### src/rtl/hazard_ctrl_pkg.sv
`default_nettype none
// ============================================================================
// Module      : hazard_ctrl_pkg
// Description : Shared pipeline definitions. This package holds the forwarding
//               select encoding, the RV32 opcode[6:2] constants used by the ID
//               read decoder, the shadow scoreboard slot layout, the hazard
//               action encoding and the source-operand match helper.
// Revision    : 1.0 - initial release
// ============================================================================
package hazard_ctrl_pkg;

    // EX operand mux selects
    localparam logic [1:0] FWD_RF  = 2'b00;  // register file value
    localparam logic [1:0] FWD_MEM = 2'b01;  // EX/MEM pipeline register result
    localparam logic [1:0] FWD_WB  = 2'b10;  // MEM/WB pipeline register result

    // opcode[6:2] values recognised by the ID register-read decoder
    localparam logic [4:0] OP_LOAD   = 5'b00000;
    localparam logic [4:0] OP_STORE  = 5'b01000;
    localparam logic [4:0] OP_OP_IMM = 5'b00100;
    localparam logic [4:0] OP_OP     = 5'b01100;
    localparam logic [4:0] OP_LUI    = 5'b01101;
    localparam logic [4:0] OP_AUIPC  = 5'b00101;
    localparam logic [4:0] OP_BRANCH = 5'b11000;
    localparam logic [4:0] OP_JALR   = 5'b11001;
    localparam logic [4:0] OP_JAL    = 5'b11011;

    // Shadow scoreboard entry for one downstream pipeline stage
    typedef struct packed {
        logic       v;   // stage holds a real instruction
        logic [4:0] rd;  // destination register
        logic       we;  // instruction writes rd
        logic       ld;  // instruction is a load
    } slot_t;

    // What the pipeline does on the coming edge, in priority order
    typedef enum logic [1:0] {
        ACT_ADVANCE = 2'b00,
        ACT_FREEZE  = 2'b01,
        ACT_FLUSH   = 2'b10,
        ACT_STALL   = 2'b11
    } hz_action_t;

    // A slot produces the value an ID operand wants. Writes to x0 are
    // architecturally discarded, so they never match.
    function automatic logic slot_match(
        input slot_t      s,
        input logic [4:0] rs,
        input logic       re,
        input logic       id_valid
    );
        return s.v & s.we & (s.rd != 5'd0) & (s.rd == rs) & re & id_valid;
    endfunction

endpackage
`default_nettype wire

### src/rtl/hazard_sat_counter.sv
`default_nettype none
// ============================================================================
// Module      : hazard_sat_counter
// Description : Saturating event counter. It increments on inc unless hold is
//               set, and it stops at all-ones.
// Ports       : clk, rst (async, active-high), inc, hold, count[WIDTH-1:0]
// Revision    : 1.0 - initial release
// ============================================================================
module hazard_sat_counter #(
    parameter int WIDTH = 32
) (
    input  logic             clk,
    input  logic             rst,
    input  logic             inc,
    input  logic             hold,
    output logic [WIDTH-1:0] count
);

    logic [WIDTH-1:0] r_count;
    logic             w_at_max;

    assign w_at_max = &r_count;

    always_ff @(posedge clk or posedge rst) begin
        if (rst) begin
            r_count <= '0;
        end else if (inc && !hold && !w_at_max) begin
            r_count <= r_count + 1'b1;
        end
    end

    assign count = r_count;

endmodule
`default_nettype wire

### src/rtl/hazard_ctrl.sv
`default_nettype none
// ============================================================================
// Module      : hazard_ctrl
// Description : Pipeline hazard controller. It keeps a shadow scoreboard of the
//               destinations in EX/MEM/WB, raises load-use stalls, bubbles,
//               redirect flushes and memory freezes in the same cycle as the
//               cause, and registers the EX operand forwarding selects. It
//               also counts stall and flush events.
// Ports       : clk, rst (async, active-high)
//               id_valid, re1, re2, rs1, rs2, id_rd, id_we, id_is_load : ID info
//               ex_redirect, mem_busy                                  : causes
//               stall_if, stall_id, flush_id, bubble_ex, freeze        : ctrl
//               fwd_a, fwd_b                                           : fwd sel
//               stall_cnt, flush_cnt                                   : perf
// Revision    : 1.0 - initial release
// ============================================================================
module hazard_ctrl
    import hazard_ctrl_pkg::*;
#(
    parameter int CNT_W            = 32,
    parameter bit RF_WRITE_THROUGH = 1'b1
) (
    input  logic             clk,
    input  logic             rst,
    input  logic             id_valid,
    input  logic             re1,
    input  logic             re2,
    input  logic [4:0]       rs1,
    input  logic [4:0]       rs2,
    input  logic [4:0]       id_rd,
    input  logic             id_we,
    input  logic             id_is_load,
    input  logic             ex_redirect,
    input  logic             mem_busy,
    output logic             stall_if,
    output logic             stall_id,
    output logic             flush_id,
    output logic             bubble_ex,
    output logic             freeze,
    output logic [1:0]       fwd_a,
    output logic [1:0]       fwd_b,
    output logic [CNT_W-1:0] stall_cnt,
    output logic [CNT_W-1:0] flush_cnt
);

    slot_t      r_ex;
    slot_t      r_mem;
    slot_t      r_wb;
    logic [1:0] r_fwd_a;
    logic [1:0] r_fwd_b;

    logic       w_ex_m1;
    logic       w_ex_m2;
    logic       w_mem_m1;
    logic       w_mem_m2;
    logic       w_lu;
    hz_action_t w_act;
    logic [1:0] w_fwd_a_nxt;
    logic [1:0] w_fwd_b_nxt;
    slot_t      w_id_slot;

    // ------------------------------------------------------------------
    // Operand matching against the scoreboard
    // ------------------------------------------------------------------
    assign w_ex_m1  = slot_match(r_ex,  rs1, re1, id_valid);
    assign w_ex_m2  = slot_match(r_ex,  rs2, re2, id_valid);
    assign w_mem_m1 = slot_match(r_mem, rs1, re1, id_valid);
    assign w_mem_m2 = slot_match(r_mem, rs2, re2, id_valid);

    // A load in EX has no data until MEM completes, so the consumer must wait.
    assign w_lu = r_ex.ld & (w_ex_m1 | w_ex_m2);

    // The nearer producer holds the younger value, so it takes precedence.
    assign w_fwd_a_nxt = w_ex_m1 ? FWD_MEM : (w_mem_m1 ? FWD_WB : FWD_RF);
    assign w_fwd_b_nxt = w_ex_m2 ? FWD_MEM : (w_mem_m2 ? FWD_WB : FWD_RF);

    assign w_id_slot = '{v: id_valid, rd: id_rd, we: id_we, ld: id_is_load};

    // ------------------------------------------------------------------
    // Action selection. While memory is busy, EX is held and re-presents
    // any redirect or load-use on release, so those causes are ignored.
    // ------------------------------------------------------------------
    always_comb begin
        w_act = ACT_ADVANCE;
        if (mem_busy) begin
            w_act = ACT_FREEZE;
        end else if (ex_redirect) begin
            w_act = ACT_FLUSH;
        end else if (w_lu) begin
            w_act = ACT_STALL;
        end
    end

    // Control outputs. Reset forces them low at once, even with causes asserted.
    always_comb begin
        stall_if  = 1'b0;
        stall_id  = 1'b0;
        flush_id  = 1'b0;
        bubble_ex = 1'b0;
        freeze    = 1'b0;
        if (!rst) begin
            case (w_act)
                ACT_FREEZE: begin
                    freeze   = 1'b1;
                    stall_if = 1'b1;
                    stall_id = 1'b1;
                end
                ACT_FLUSH: begin
                    flush_id  = 1'b1;
                    bubble_ex = 1'b1;
                end
                ACT_STALL: begin
                    stall_if  = 1'b1;
                    stall_id  = 1'b1;
                    bubble_ex = 1'b1;
                end
                default: ;
            endcase
        end
    end

    // ------------------------------------------------------------------
    // Scoreboard shift and registered forwarding selects
    // ------------------------------------------------------------------
    always_ff @(posedge clk or posedge rst) begin
        if (rst) begin
            r_ex    <= '0;
            r_mem   <= '0;
            r_wb    <= '0;
            r_fwd_a <= FWD_RF;
            r_fwd_b <= FWD_RF;
        end else begin
            case (w_act)
                ACT_FREEZE: ;
                ACT_FLUSH, ACT_STALL: begin
                    r_ex    <= '0;
                    r_mem   <= r_ex;
                    r_wb    <= r_mem;
                    r_fwd_a <= FWD_RF;
                    r_fwd_b <= FWD_RF;
                end
                default: begin
                    r_ex    <= w_id_slot;
                    r_mem   <= r_ex;
                    r_wb    <= r_mem;
                    r_fwd_a <= w_fwd_a_nxt;
                    r_fwd_b <= w_fwd_b_nxt;
                end
            endcase
        end
    end

    assign fwd_a = r_fwd_a;
    assign fwd_b = r_fwd_b;

    // The register file forwards same-cycle WB writes internally, so the WB
    // slot never feeds a select. It is kept so the scoreboard mirrors the
    // pipeline. Only the write-through configuration is supported.
    generate
        if (RF_WRITE_THROUGH) begin : g_wb_write_through
            logic w_unused_wb;
            assign w_unused_wb = ^r_wb;
        end else begin : g_wb_no_write_through
            logic w_unused_wb;
            assign w_unused_wb = ^r_wb;
        end
    endgenerate

    // ------------------------------------------------------------------
    // Event counters
    // ------------------------------------------------------------------
    hazard_sat_counter #(
        .WIDTH (CNT_W)
    ) u_stall_cnt (
        .clk   (clk),
        .rst   (rst),
        .inc   (w_act == ACT_STALL),
        .hold  (mem_busy),
        .count (stall_cnt)
    );

    hazard_sat_counter #(
        .WIDTH (CNT_W)
    ) u_flush_cnt (
        .clk   (clk),
        .rst   (rst),
        .inc   (w_act == ACT_FLUSH),
        .hold  (mem_busy),
        .count (flush_cnt)
    );

endmodule
`default_nettype wire

### config.mk
export PLATFORM = sky130hd
export DESIGN_NAME = hazard_ctrl
export DESIGN_NICKNAME = d
export VERILOG_FILES = /design/src/rtl/hazard_ctrl_pkg.sv /design/src/rtl/hazard_sat_counter.sv /design/src/rtl/hazard_ctrl.sv
export SDC_FILE = /design/constraint.sdc
export NUM_CORES = 1
export LEC_CHECK = 0
export ABC_AREA = 0
export ABC_CLOCK_PERIOD_IN_PS = 2500
export CORE_AREA = 2 2 100 102
export DETAILED_ROUTE_END_ITERATION = 10
export DIE_AREA = 0 0 102 104
export PLACE_DENSITY = 0.74
export SYNTH_ARGS = -nofsm -noshare
export SYNTH_HDL_FRONTEND = slang
export SYNTH_HIERARCHICAL = 1
export SYNTH_SLANG_ARGS = --single-unit
export TNS_END_PERCENT = 100
### constraint.sdc
create_clock -name clk -period 2.5 [get_ports clk]
set_input_delay 0.625 -clock clk [delete_from_list [all_inputs] [get_ports clk]]
set_output_delay 0.625 -clock clk [all_outputs]
set_load 0.05 [all_outputs]
==> impl_metrics.toml <==
[clocking]
cts_buffers = 9
clk_pin_slew_worst_paths_ns = 0.09
holdBufCountCts = 0
cts_tree = "done"
htree_levels = 3
cts_root_buf = "clkbuf_8"
clock-sinks = 83
clk_latency_ns = 0.34
cts_buffer_depth = 2

[layout]
regArea_mm2 = 0.002078
multi_input_area_mm2 = 0.002386
fillers = 759
instances_no_fill = 693
n_antenna_cell = 0
utilization_pct = 67.62
finalInstanceArea_mm2 = 0.006457
nets = 581
area_delta_synth_final_pct = 50.33
drive_above_1_share_pct = 25.89

[sta]
rsz0062_at_grt = "yes"
relSlewSlack_pct = 61.84
setup_tns_ns = -3.376
fmax_ghz = 0.3452
min_period_ns = 2.897
finalHoldViolations = 0
fin_crit_sh_pct = 115.9
slew_violations = 0
tightest_slew_ns = 0.5682
fin_ws_ns = -0.3965
clock_skew_ns = 0.01325
hold_slack_ns = 0.4865
finalSetupViolations = 22

[setup_path]
r2r-start = "r_ex[2]"
cp-startpoint = "rs1[3]"
arrival_ns = 2.27
reg2reg_to = "u_stall_cnt/count[20]"
rrSetupSlack_ns = -0.21
cp.required_ns = 1.88
cp-start-kind = "primary input"
ff2ff_path_depth = 13
crit_path_max_fanout = 5
critPathKind = "primary input to output port"
endpoint_kind = "output port"
crit_end = "bubble_ex"

[die]
dieWidth_um = 102
io_pins = 97
die-area_mm2 = 0.01061
die_h_um = 104
rows = 36
start_util_pct = 44.98
coreArea_mm2 = 0.009549

[detailed_routing]
drtIter0Drc = 142
postRouteAntennaNets = 0
drt_pre_antenna_iters = 4
wl_um = 11190
drc = 0
vias = 3710
wire_per_inst_um = 16.15
via_per_inst = 5.354

[placed_design]
post_dp_cell_area_mm2 = 0.005856
portBuffers = 96
dp_cells = 658
gp_congestion = 0.8973
dpl.hpwl_um = 8043

[global_route]
grt_first_pass_wirelength_um = 18340
grt-ovfl-total = 0
grt_busiest_layer = "met2"
grt_util_met2_pct = 34.12
grt_usage_pct = 21.45
grt_max_degree = 33
grt_util_met1_pct = 29.47
use_met3_pct = 4.032
antenna_found_initial = 0
grt_pass1_vias = 3715

[status]
outcome = "complete, but fails checks"
violations = "setup timing"

[power]
combPwrFrac_pct = 16.8
power.switching_uw = 893.2
p_int_mw = 2.413
p_seq_share_pct = 44.8
switching_share_pct = 27.02
power.density_mw_per_mm2 = 512.0
peakVddDrop_uv = 333.9
p_leak_nw = 2.853
clkPwrFrac_pct = 38.3

[synth]
ys_ff_latch = 83
async_flop_share_pct = 100.0
synth_edf_count = 0
ys_types = 42
ys_warn_count = 6
synth_area_leaders = "dfrtp_1 (48%), xnor2_1 (11%), xor2_1 (4.9%)"
synth-main-ff-cell = "dfrtp_1"
netlist_area_mm2 = 0.004295
synth_nets = 415
synth_top_area_share_pct = 48.35
yosysSeqAreaShare_pct = 48.35
avgSynthCellArea_um2 = 11.04
yosys.area.top_type = "dfrtp_1"
syn-instance-count = 389

[worst_hold_path]
hold_class = "register to register"

[run]
cap_violations = 0
registers in the layout, indices dropped and copies added, names as in the netlist:
signal,flops
fwd_a,2
fwd_b,2
r_ex,8
r_mem,7
u_flush_cnt/count,32
u_stall_cnt/count,32
placed cells by master, fill, tap and decap left out, types with 5 or more instances in the layout:
cell	instances
nand3_1	21
xnor2_1	51
inv_1	6
nand2_1	27
nand4_1	26
and3_1	16
nor3_1	8
nand3_2	5
mux2_2	7
dfrtp_1	82
buf_4	59
xor2_1	23
dlygate4sd2_1	6
buf_12	5
and4_1	10
buf_6	8
clkdlybuf4s50_1	82
a32o_1	8
clkbuf_8	9
nor2_1	17
worst max-delay path, cell delays in order:
cell and delay, ns:
dlygate4sd2_1 0.26, xor2_1 0.17, nor4_2 0.29, and3_4 0.25, o21bai_4 0.08, buf_6 0.14
a211oi_4 0.27, buf_12 0.17
through the flow:
stage,power (mW),setup slack [ns]
finish,3.306,-0.3965
global route,3.434,-0.4289
CTS,3.325,-0.3371
detailed placement,2.040,-0.8418
global placement,2.028,-0.7384
floorplan,1.787,-0.2693
cells in the mapped netlist, types with 4 or more instances:
master / instances
nor2b_1: 4
nand2_1: 33
nand4_1: 26
nor4_4: 4
xnor2_1: 54
and4_1: 10
nor2_1: 18
xor2_1: 24
a21oi_1: 6
and3_1: 20
dfrtp_1: 83
nor3_1: 10
a32o_1: 8
mux2_2: 7
nor4_1: 4
clkbuf_1: 5
nand3_1: 27
inv_1: 6
logic make-up after synthesis:
kind of cell / Yosys count / share of synthesized area, %
adder cells (fa/ha/maj): 2 / 0.5825
AO/OA/AOI/OAI: 32 / 6.671
flip-flops: 83 / 48.35
XOR/XNOR: 78 / 15.90
AND/OR/NAND/NOR: 171 / 24.76
buffers and inverters: 14 / 1.369
multiplexers: 9 / 2.360
worst min path at each step:
| stage | startpoint | depth (start not counted) | to | slack (ns) |
|---|---|---|---|---|
| 2_1_floorplan | r_mem[1] | 1 | r_mem[1] | 0.48 |
| 3_3_place_gp | fwd_b[1] | 2 | fwd_b[1] | 0.47 |
| 3_5_place_dp | fwd_b[1] | 2 | fwd_b[1] | 0.47 |
| 4_1_cts | fwd_b[1] | 2 | fwd_b[1] | 0.49 |
| 5_1_grt | u_stall_cnt/count[5] | 1 | u_stall_cnt/count[5] | 0.50 |
| 6_report | fwd_b[1] | 2 | fwd_b[1] | 0.49 |
metal layers:
metal	up-vias	routed length [µm]
met3	19	508
met5	-	0
met2	102	5418
met1	1839	5059
li1	1750	-
met4	0	206
area by class of cell:
cell class / instances / share of cell area (%)
clock buffers: 10 / 1.976
clock inverters: 6 / 2.131
inverters: 6 / 0.3488
multi-input cells: 292 / 36.95
flip-flops and latches: 83 / 32.18
well taps: 133 / 2.577
repair buffers: 163 / 23.83
repair_timing:
action,in CTS,in global routing
setup buffers,12,8
resized for setup,35,19
pin swaps,21,17
endpoints found under the setup margin,29,32
power by group through the flow:
stage | combinational [mW] | sequential, mW | clock (mW)
4_1_cts | 0.553 | 1.48 | 1.29
3_5_place_dp | 0.531 | 1.51 | 0
6_report | 0.557 | 1.48 | 1.27
3_3_place_gp | 0.522 | 1.51 | 0
5_1_grt | 0.593 | 1.49 | 1.35
2_1_floorplan | 0.165 | 1.62 | 0
Note: power is estimated with default switching activity, not from simulation.
